--- src/rtl/mem_port_arbiter_pkg.sv ---
// Shared types for the RAM data-port arbiter.
package mem_port_arbiter_pkg;

    typedef enum logic {
        ARB_FIXED = 1'b0,
        ARB_RR    = 1'b1
    } arb_mode_e;

endpackage

--- src/rtl/mem_port_arbiter_rr_pick.sv ---
// Rotating-priority find-first: the first set bit of req at or after ptr, wrapping.
module rr_pick
    import mem_port_arbiter_pkg::*;
#(
    parameter int N  = 2,
    parameter int IW = $clog2(N)
) (
    input  logic [N-1:0]  req,
    input  logic [IW-1:0] ptr,
    output logic [N-1:0]  gnt,
    output logic [IW-1:0] idx,
    output logic          any
);

    always_comb begin
        gnt = '0;
        idx = '0;
        any = 1'b0;
        for (int i = 0; i < N; i++) begin
            if (!any && req[(int'(ptr) + i) % N]) begin
                any                         = 1'b1;
                gnt[(int'(ptr) + i) % N]    = 1'b1;
                idx                         = IW'((int'(ptr) + i) % N);
            end
        end
    end

endmodule

--- src/rtl/mem_port_arbiter.sv ---
// N-master arbiter for the single RAM data port, with lock, force override and
// read-data routing back to the issuing master.
module mem_port_arbiter
    import mem_port_arbiter_pkg::*;
#(
    parameter int        N_MASTERS    = 2,
    parameter int        AW           = 32,
    parameter int        DW           = 32,
    parameter arb_mode_e MODE         = ARB_RR,
    parameter int        READ_LATENCY = 1
) (
    input  logic                            clk,
    input  logic                            rst_n,
    input  logic                            clk_en,
    input  logic [N_MASTERS-1:0]            i_req,
    input  logic [N_MASTERS-1:0]            i_lock,
    input  logic [N_MASTERS-1:0]            i_we,
    input  logic [N_MASTERS*(DW/8)-1:0]     i_be,
    input  logic [N_MASTERS*AW-1:0]         i_addr,
    input  logic [N_MASTERS*DW-1:0]         i_wdata,
    output logic [N_MASTERS-1:0]            o_gnt,
    output logic [N_MASTERS-1:0]            o_rvalid,
    output logic [DW-1:0]                   o_rdata,
    input  logic                            i_force_en,
    input  logic [$clog2(N_MASTERS)-1:0]    i_force_sel,
    output logic                            o_read_req,
    output logic [AW-1:0]                   o_read_addr,
    output logic                            o_write_enable,
    output logic [DW/8-1:0]                 o_byte_enable,
    output logic [AW-1:0]                   o_write_addr,
    output logic [DW-1:0]                   o_write_data,
    input  logic [DW-1:0]                   i_read_data
);

    localparam int BW = DW / 8;
    localparam int IW = $clog2(N_MASTERS);
    localparam int RL = READ_LATENCY;
    localparam logic [N_MASTERS-1:0] ONE = {{(N_MASTERS-1){1'b0}}, 1'b1};

    // Handshake: master k holds i_req[k] and its bundle stable until it sees
    // o_gnt[k]=1 at an edge with clk_en=1; that edge is when the RAM access issues.
    logic                     owner_valid;
    logic [IW-1:0]            owner_idx;
    logic [IW-1:0]            ptr;
    logic [RL-1:0]            pipe_v;
    logic [RL-1:0][IW-1:0]    pipe_id;

    logic                     owner_hold;
    logic                     force_ok;
    logic [N_MASTERS-1:0]     eligible;
    logic [IW-1:0]            pick_ptr;
    logic [N_MASTERS-1:0]     pick_gnt;
    logic [IW-1:0]            pick_idx;
    logic                     pick_any;
    logic                     grant;
    logic                     issue_rd;
    logic                     issue_wr;

    always_comb begin
        force_ok   = int'(i_force_sel) < N_MASTERS;
        owner_hold = owner_valid && i_req[owner_idx];
        eligible   = i_req;
        if (i_force_en) begin
            eligible = force_ok ? (i_req & (ONE << i_force_sel)) : '0;
        end else if (owner_hold) begin
            eligible = ONE << owner_idx;
        end
        pick_ptr = (MODE == ARB_RR) ? ptr : '0;
    end

    rr_pick #(
        .N  (N_MASTERS),
        .IW (IW)
    ) u_pick (
        .req (eligible),
        .ptr (pick_ptr),
        .gnt (pick_gnt),
        .idx (pick_idx),
        .any (pick_any)
    );

    always_comb begin
        grant          = pick_any && clk_en && rst_n;
        issue_rd       = grant && !i_we[pick_idx];
        issue_wr       = grant &&  i_we[pick_idx];
        o_gnt          = grant ? pick_gnt : '0;
        o_read_req     = 1'b0;
        o_read_addr    = '0;
        o_write_enable = 1'b0;
        o_byte_enable  = '0;
        o_write_addr   = '0;
        o_write_data   = '0;
        if (issue_rd) begin
            o_read_req  = 1'b1;
            o_read_addr = i_addr[int'(pick_idx)*AW +: AW];
        end
        if (issue_wr) begin
            o_write_enable = 1'b1;
            o_byte_enable  = i_be[int'(pick_idx)*BW +: BW];
            o_write_addr   = i_addr[int'(pick_idx)*AW +: AW];
            o_write_data   = i_wdata[int'(pick_idx)*DW +: DW];
        end
        o_rvalid = (clk_en && rst_n && pipe_v[RL-1]) ? (ONE << pipe_id[RL-1]) : '0;
        o_rdata  = i_read_data;
    end

    // Pointer stays frozen while a lock holder keeps the port and during force.
    always_ff @(posedge clk or negedge rst_n) begin
        if (!rst_n) begin
            owner_valid <= 1'b0;
            owner_idx   <= '0;
            ptr         <= '0;
            pipe_v      <= '0;
            pipe_id     <= '0;
        end else if (clk_en) begin
            if (i_force_en) begin
                owner_valid <= 1'b0;
            end else if (grant) begin
                owner_valid <= i_lock[pick_idx];
                owner_idx   <= pick_idx;
            end else if (owner_valid && !i_req[owner_idx]) begin
                owner_valid <= 1'b0;
            end
            if (grant && !i_force_en && !owner_hold) begin
                ptr <= (int'(pick_idx) == N_MASTERS - 1) ? '0 : pick_idx + 1'b1;
            end
            pipe_v[0]  <= issue_rd;
            pipe_id[0] <= pick_idx;
            for (int i = 1; i < RL; i++) begin
                pipe_v[i]  <= pipe_v[i-1];
                pipe_id[i] <= pipe_id[i-1];
            end
        end
    end

endmodule

--- config.mk ---
export PLATFORM = sky130hd
export DESIGN_NAME = mem_port_arbiter
export DESIGN_NICKNAME = d
export VERILOG_FILES = /design/src/rtl/mem_port_arbiter_pkg.sv /design/src/rtl/mem_port_arbiter_rr_pick.sv /design/src/rtl/mem_port_arbiter.sv
export SDC_FILE = /design/constraint.sdc
export NUM_CORES = 1
export LEC_CHECK = 0
export BUFFER_PORTS_ARGS = -buffer_cell sky130_fd_sc_hd__buf_2
export CAP_MARGIN = 20
export CORE_AREA = 2 2 125 127
export DETAILED_ROUTE_END_ITERATION = 8
export DIE_AREA = 0 0 127 129
export GPL_ROUTABILITY_DRIVEN = 0
export GPL_TIMING_DRIVEN = 0
export PLACE_DENSITY_LB_ADDON = 0.3
export SYNTH_ARGS = -nofsm -noshare
export SYNTH_HDL_FRONTEND = slang
export SYNTH_HIERARCHICAL = 1
export SYNTH_SLANG_ARGS = --single-unit
--- constraint.sdc ---
create_clock -name clk -period 7.1 [get_ports clk]
set_input_delay 0.71 -clock clk [delete_from_list [all_inputs] [get_ports clk]]
set_output_delay 0.71 -clock clk [all_outputs]
set_load 0.005 [all_outputs]
; ---- Yosys cells after proc, flatten, opt, wreduce, memory -nomap -nowiden
; Index checks and enable logic that the tools add are counted.
[totals]
latchBits = 0
output_inout_bits = 138
memories = 0
ff_bits = 5
inputBits = 179
mem_bits_rw = 0
romBits = 0
elab_cells = 80
[classes]
n_lt_le_gt_ge = 6
eq_ne = 0
addsub = 2
bitwise_logic = 4
n_shift = 6
n_div = 0
mux = 35
n_reduce_logical = 22
mul = 0
[op_table]
columns = operator, n
row1 = 64-bit by 7-bit indexed part select with 32-bit output, 2
row2 = 32-bit two-way mux, 3
row3 = 1-bit two-way mux, 23
row4 = 1-bit logical AND, 13
row5 = 2-bit two-way mux, 6
row6 = 8-bit by 4-bit indexed part select with 4-bit output, 1
row7 = "1-bit by 2-bit less-than comparator with 1-bit output, second input constant", 3
row8 = "1-bit by 1-bit left shift with 2-bit output, first input constant", 3
row9 = 1-bit logical NOT, 5
row10 = 4-bit two-way mux, 1
row11 = 2-bit AND reduction, 2
row12 = "2-bit by 3-bit less-than comparator with 1-bit output, second input constant", 1
row13 = 3-bit AND reduction, 1
row14 = 3-bit nonzero test, 1
row15 = "1-bit adder, second input constant", 2
row16 = 2-bit bitwise AND, 1
row17 = 1-bit demux with 1-bit select, 2
row18 = "2-bit by 1-bit >= comparator with 1-bit output, second input constant", 1
row19 = 2-bit bitwise OR, 1
row20 = "1-bit bitwise AND, first input constant", 1
row21 = "1-bit >= comparator, second input constant", 1
row22 = 1-bit NOT, 1

; ---- Longest topological paths before layout
; Gate-level depths: netlist (run 1).
[depth]
ltp_word = 16
ltp_mapped = 11
depth_no_buf = 7

; ---- Cells and area by module
; Netlist (run 1), hierarchy kept.
[modules_own_cells]
columns = mod, cells_per_inst, seq_area_each_um2, n_inst, area_per_inst_um2
row1 = mem_port_arbiter, 259, 125.1, 1, 1717.9
row2 = rr_pick, 5, 0.0, 1, 32.5

; ---- Worst setup path before layout (run 1)
; Ideal clock, no wire load.
[synth_path]
path_type = input port to output port
start = input i_req[1]
end = output o_write_addr[22]
n_path_buf = 4
cell_stages = 10
t_required_ps = 6390
arrival_ps = 2346
slack_ps = 4044
cell_sequence = mux2_2 -> a31oi_1 -> a21boi_0 -> buf_4 -> mux2i_1 -> nand2b_1 -> buf_2 -> buf_4 -> buf_4 -> nor2_1
[synth_via]
elab_chain_cells = 15
elab_cells_between_ends = 24
classes_between = 1 x shift / 16 x mux / 1 x bitwise / 6 x reduce/logical
[synth_lines]
columns = item, line
row1 = "start, declared", mem_port_arbiter.sv:15  ; input logic [N_MASTERS-1:0] i_req,
row2 = 1-bit two-way mux (not written as such) (2 in series), mem_port_arbiter.sv:61  ; owner_hold = owner_valid && i_req[owner_idx];
row3 = 1-bit logical AND, mem_port_arbiter.sv:61
row4 = 2-bit two-way mux, mem_port_arbiter.sv:65  ; end else if (owner_hold) begin
row5 = 2-bit two-way mux *, mem_port_arbiter.sv:63  ; if (i_force_en) begin
row6 = net eligible[1], mem_port_arbiter.sv:50  ; logic [N_MASTERS-1:0] eligible;
row7 = 1-bit two-way mux (not written as such) (2 in series), mem_port_arbiter_rr_pick.sv:20  ; if (!any && req[(int'(ptr) + i) % N]) begin
row8 = 1-bit two-way mux, mem_port_arbiter_rr_pick.sv:20
row9 = 1-bit logical NOT, mem_port_arbiter_rr_pick.sv:20
row10 = 1-bit logical AND, mem_port_arbiter_rr_pick.sv:20
row11 = 1-bit two-way mux *, mem_port_arbiter_rr_pick.sv:20
row12 = net pick_idx, mem_port_arbiter.sv:53  ; logic [IW-1:0] pick_idx;
row13 = "parallel branches: the longest is 3 deep, another holds 64-bit by 7-bit indexed part select with 32-bit output", n/a
row14 = 32-bit two-way mux *, mem_port_arbiter.sv:97  ; if (issue_wr) begin
row15 = "end, declared", mem_port_arbiter.sv:30  ; output logic [AW-1:0] o_write_addr,
; Mark *: on every way through the listed nets, which the timed path passes. The select of a mux whose other input is x is not followed.

; ---- Worst setup path after layout (run 1)
[layout_path]
start = input i_req[1]
end = output o_read_addr[5]
[layout_via]
elab_chain_cells = 16
elab_cells_between_ends = 25
classes_between = 1 x shift / 16 x mux / 1 x bitwise / 7 x reduce/logical
[layout_lines]
columns = item, line
row1 = 1-bit two-way mux (not written as such) (2 in series), mem_port_arbiter.sv:61
row2 = 1-bit logical AND, mem_port_arbiter.sv:61
row3 = 2-bit two-way mux, mem_port_arbiter.sv:65
row4 = 2-bit two-way mux *, mem_port_arbiter.sv:63
row5 = net eligible[1], mem_port_arbiter.sv:50
row6 = 1-bit two-way mux (not written as such) (2 in series), mem_port_arbiter_rr_pick.sv:20
row7 = 1-bit two-way mux, mem_port_arbiter_rr_pick.sv:20
row8 = 1-bit logical NOT, mem_port_arbiter_rr_pick.sv:20
row9 = 1-bit logical AND, mem_port_arbiter_rr_pick.sv:20
row10 = 1-bit two-way mux *, mem_port_arbiter_rr_pick.sv:20
row11 = net pick_idx, mem_port_arbiter.sv:53
row12 = "parallel branches: the longest is 4 deep, another holds 64-bit by 7-bit indexed part select with 32-bit output", n/a
row13 = 32-bit two-way mux *, mem_port_arbiter.sv:93  ; if (issue_rd) begin
row14 = "end, declared", mem_port_arbiter.sv:27  ; output logic [AW-1:0] o_read_addr,
; Marked as above.

==> metrics, run 1 <==
post-synthesis net count=443; DIE HEIGHT=129 um; pwr dens=92.7 mW/mm^2; fin worst setup slack=3.22 ns; final setup vio count=0; Mean Syn Cell Area=6.63 um^2; Hold Path Class=in -> async; Clock Pin Slew Worst Setup and Hold Paths=0.03 ns; reg2reg path depth=6; mapped cell area=0.00175 mm^2; Post-route DRC=0; clock latency on the worst-skew pair=0.22 ns; cts repair resizes=0; Slew Viols, Final=0; cell area after placement=0.00341 mm^2; Hold Buf Count CTS=0; worst rel slew slack=0.525; final net count=732; non-filler cells, final=740; hold violation total from the final report=0; P&R area growth vs syn=99.1%; die width=127 um; Mapped Cells=264; buffer levels on the longest clock path=2; Detailed Routing Iterations Pass 1=4; critical path class=in -> out; placed cells=736; synth warn=6; Req. time, crit path=6.39 ns; routed length per instance=13.8 um; Vias/cell=3.71; Seq/Total Area, Yosys=0.0715; post-synthesis mux area share=0.420; crit share post-route=0.547; CTS Sinks=5; Worst-Margin Slew=0.712 ns; Yosys reg bits=5; Tot Pwr=323 uW; largest family of logic cells by synthesized area=multiplexers; count of cell types in the netlist=22; Initial Utilization=0.117; antenna cells=0; worst reg-to-reg setup slack=4.75 ns; first-pass GRT wire length=13.6 mm; GRT Residual Overflow=0; Worst Path Max Fanout=10; pin count of the biggest net entering global routing=11; Place WS=3.04 ns; core area=0.0150 mm^2; Met2 Wirelength=5.35 mm; dpl hpwl=8.97 mm; xor/xnor share of the synthesized area=0; 1st-iter DRT viols=57; # Post-CTS Setup Buffers=0; IO Count=317; Post-Synth Simple-Gate Area=0.255; TritonCTS buffer count=3; DR vias=2,749; Fmax achieved=0.257 GHz; CTS tree=done; Leak=0.00219 uW; post-synthesis compound-gate area fraction=0.0436; routed wire length=10.2 mm; vias in the first global route=2,480; port bufs=284; die footprint=0.0164 mm^2; Min Clock Period, post-route=3.88 ns; antenna violations before repair=0; row cnt=45; antenna-violating nets left=0; WL met3=865 um; DR top layer=met4; r2r endpoint=owner_idx; Final Cell Area=0.00349 mm^2; FF-to-FF Start=owner_idx; status=finished clean; Post-Synth Adder-Cell Area=0; Worst Path Arrival=3.17 ns; total track usage=0.109; max cap viols=0; crit end category=primary output; clk_skew=0.000163 ns; WL met1=3.97 mm; clk root buf=clkbuf_16; crit start category=primary input; RSZ-0062 raised after global routing=no; Peak VDD IR=0.0487 mV; layout cells sized above 1=0.612; setup tns final=0 ns; CTS H-tree lvls=1
==> where the power goes <==
group          switching, uW  internal, uW  total [uW]
clock network           17.2          74.3        91.5
logic                   92.0           101         193
registers               4.70          33.8        38.5
total                    114           209         323
==> logic make-up (layout without fill, tap and decap cells) <==
kind of cell / Yosys count / count (layout)
buffers and inverters: 59 / 347
AOI/OAI and AO/OA: 12 / 12
DFF: 5 / 5
and+or+nand+nor: 115 / 115
muxes: 73 / 73
==> cell usage after synthesis (all sizes together) <==
library cell / count / area (um^2)
nor2: 104 / 390
mux2i: 70 / 701
buf: 47 / 323
inv: 8 / 30.0
dfrtp: 5 / 125
clkbuf: 4 / 15.0
nand2: 4 / 15.0
o21ai: 4 / 20.0
a21boi: 3 / 22.5
mux2: 3 / 33.8
and2: 2 / 12.5
nand3: 2 / 10.0
a211oi: 1 / 7.51
a21oi: 1 / 5.00
a31oi: 1 / 6.26
a41oi: 1 / 8.76
and3: 1 / 6.26
nand2b: 1 / 6.26
o22ai: 1 / 6.26
or2: 1 / 6.26
==> per-stage QoR <==
step,util,hold WS [ns]
2_1_floorplan,-,0.414
3_3_place_gp,0.227,0.515
3_5_place_dp,0.227,0.518
4_1_cts,0.233,0.312
5_1_grt,0.233,0.322
6_report,0.233,0.313
==> critical path, cell delays in order <==
cell,delay (ns)
buf_2,0.11
mux2_2,0.28
a31oi_1,0.27
a21boi_0,0.21
buf_4,0.24
mux2i_1,0.13
nand2_1,0.36
clkbuf_1,0.60
nor2_1,0.11
buf_2,0.15
==> flip-flops by register name (all words and copies together) (netlist names) <==
register,flops
pipe_id,1
owner_idx,1
owner_valid,1
pick_ptr,1
pipe_v,1
==> cell usage in the layout, fill, tap and decap left out, drive strengths merged <==
cell type | synthesis | routed
buf | 47 | 331
nor2 | 104 | 104
mux2i | 70 | 70
inv | 8 | 8
clkbuf | 4 | 8
dfrtp | 5 | 5
nand2 | 4 | 4
o21ai | 4 | 4
mux2 | 3 | 3
a21boi | 3 | 3
nand3 | 2 | 2
and2 | 2 | 2
and3 | 1 | 1
nand2b | 1 | 1
a41oi | 1 | 1
a31oi | 1 | 1
a211oi | 1 | 1
a21oi | 1 | 1
o22ai | 1 | 1
or2 | 1 | 1
==> worst max path at each step <==
stage | startpoint | slack, ns | end | cells after the start
floorplan | i_req[1] | 4.04 | o_write_addr[22] | 10
global placement | i_req[1] | 3.09 | o_read_addr[9] | 10
detailed placement | i_req[1] | 3.04 | o_read_addr[2] | 10
CTS | i_req[1] | 3.04 | o_read_addr[2] | 10
global route | i_req[1] | 2.90 | o_read_addr[8] | 10
finish | i_req[1] | 3.22 | o_read_addr[5] | 10
==> metal layers <==
metal	vias up	global-route usage
met4	0	0.0116
met3	2	0.0125
li1	1409	-
met2	192	0.219
met1	1146	0.128
met5	-	0
==> area by class of cell <==
cell class	count	area (um^2)
inverter	8	30.0
buffer	51	338
tap	188	235
sequential	5	125
timing repair buffer	284	1420
fill	1777	11500
clock buffer	4	78.8
multi-input combinational	200	1260
No activity file was read; power rests on OpenSTA's default activity.
==> run 2: changes to the inputs <==
Settings changed: CORE_AREA 2 2 125 127 to 2 2 122 124, DIE_AREA 0 0 127 129 to 0 0 124 126.
Clock period 7.1 ns to 4 ns, I/O delays scaled along.
==> metrics, run 2 (synthesized netlist as in run 1, its figures left out) <==
status=finished clean; commonest non-fill, non-tap cells in the layout=296 x buf_2, 104 x nor2_1, 70 x mux2i_1; hold path cells=2; CP delay by family, top=buffers and inverters; antenna cells=0; hold violation total from the final report=0; core area=0.0143 mm^2; IO Count=317; reg2reg path depth=6; hold_ws=0.472 ns; CTS H-tree lvls=1; routed wire length=9.04 mm; P&R area growth vs syn=99.4%; worst reg-to-reg setup slack=1.65 ns; Worst Path Arrival=3.12 ns; DIE HEIGHT=126 um; Worst Path Max Fanout=10; WL met3=919 um; layout cells sized above 1=0.611; fill count=1,671; setup tns final=0 ns; Worst path depth=9; placed cells=732; FF-to-FF Start=owner_idx; dpl hpwl=7.74 mm; CP cell instances=mux2_2, a31oi_1, a21boi_0, buf_4, mux2i_1, nand2_1, clkbuf_1, nor2_1, buf_2; DR vias=2,764; Fmax achieved=0.284 GHz; Min Clock Period, post-route=3.52 ns; crit-path max cell delay=0.63 ns; fin worst setup slack=0.485 ns; clk_skew=0.00227 ns; vias in the first global route=2,431; routed length per instance=12.3 um; antenna-violating nets left=0; Seq. cell area=125 um^2; Place WS=0.490 ns; Post-route DRC=0; multi-input logic area=0.00126 mm^2; slowest CP cell=clkbuf_1; GRT Residual Overflow=0; crit end category=primary output; Req. time, crit path=3.60 ns; clk root buf=clkbuf_16; cts repair resizes=0; Endpoint, Worst Hold=pipe_v; Vias/cell=3.75; Hold Path Class=in -> reg; DR top layer=met4; row cnt=44; Slew Viols, Final=0; Detailed Routing Iterations Pass 1=4; pin count of the biggest net entering global routing=11; CTS tree=done; Initial Utilization=0.122; WL met1=3.44 mm; RSZ-0062 raised after global routing=no; die footprint=0.0156 mm^2; 1st-iter DRT viols=42; CTS Sinks=5; critical path class=reg -> out; most common cell after layout, fill and taps aside=buf_2; Peak VDD IR=0.0993 mV; buffer levels on the longest clock path=2; worst rel slew slack=0.489; Hold Crit Start=clk_en; final setup vio count=0; non-filler cells, final=737; max cap viols=0; Clock Pin Slew Worst Setup and Hold Paths=0.03 ns; total track usage=0.100; clock latency on the worst-skew pair=0.23 ns; port bufs=284; r2r endpoint=owner_idx; Leak=0.00219 uW; Worst-Margin Slew=0.766 ns; crit share post-route=0.879; crit start category=register; pwr dens=163 mW/mm^2; TritonCTS buffer count=3; first-pass GRT wire length=12.2 mm; antenna violations before repair=0; Met2 Wirelength=4.64 mm; CP bufs+invs=3; die width=124 um; final net count=733
==> run 2: cell type report <==
cell class,count,area share
buffer,51,0.0968
clock buffer,4,0.0226
sequential,5,0.0358
multi-input combinational,200,0.360
inverter,8,0.00860
tap,184,0.0659
timing repair buffer,285,0.410
==> run 2: where the power goes <==
part	internal, uW	total [uW]	switching [uW]
clock	132	164	32.2
combinational	180	335	155
sequential	60.0	68.9	8.88
==> run 2: worst register-to-register path: stages (launching register included) <==
cell and delay, ns:
dfrtp_1 0.39, mux2_2 0.38, a31oi_1 0.27, a21boi_0 0.21, buf_4 0.24, clkbuf_1 0.51, mux2_2 0.27
==> run 2: routing by layer <==
metal	vias up	GRT usage
li1	1407	-
met1	1166	0.112
met4	0	0.0119
met5	-	0
met3	4	0.0159
met2	187	0.200
==> run 2: timing repair <==
| item | 4_1_cts | 5_1_grt |
|---|---|---|
| hold buffers | 1 | 0 |
| buffers inserted | 0 | 0 |
| endpoints found under the hold margin | 5 | 0 |
| setup endpoints to repair | 0 | 0 |
==> run 2: per-stage QoR <==
| stage | utilization | power (uW) | area, um^2 |
|---|---|---|---|
| after floorplan | - | 253 | 1750 |
| after global placement | 0.238 | 408 | 3400 |
| after detailed placement | 0.238 | 410 | 3400 |
| after CTS | 0.244 | 579 | 3490 |
| after global routing | 0.244 | 615 | 3490 |
| final | 0.244 | 568 | 3490 |
==> run 2: how the worst max path moves through the flow <==
stage | from | end
5_1_grt | owner_idx | o_read_addr[3]
3_5_place_dp | i_req[1] | o_read_addr[3]
3_3_place_gp | i_req[1] | o_read_addr[3]
4_1_cts | owner_idx | o_read_addr[3]
2_1_floorplan | owner_idx | o_write_addr[22]
6_report | owner_idx | o_read_addr[2]
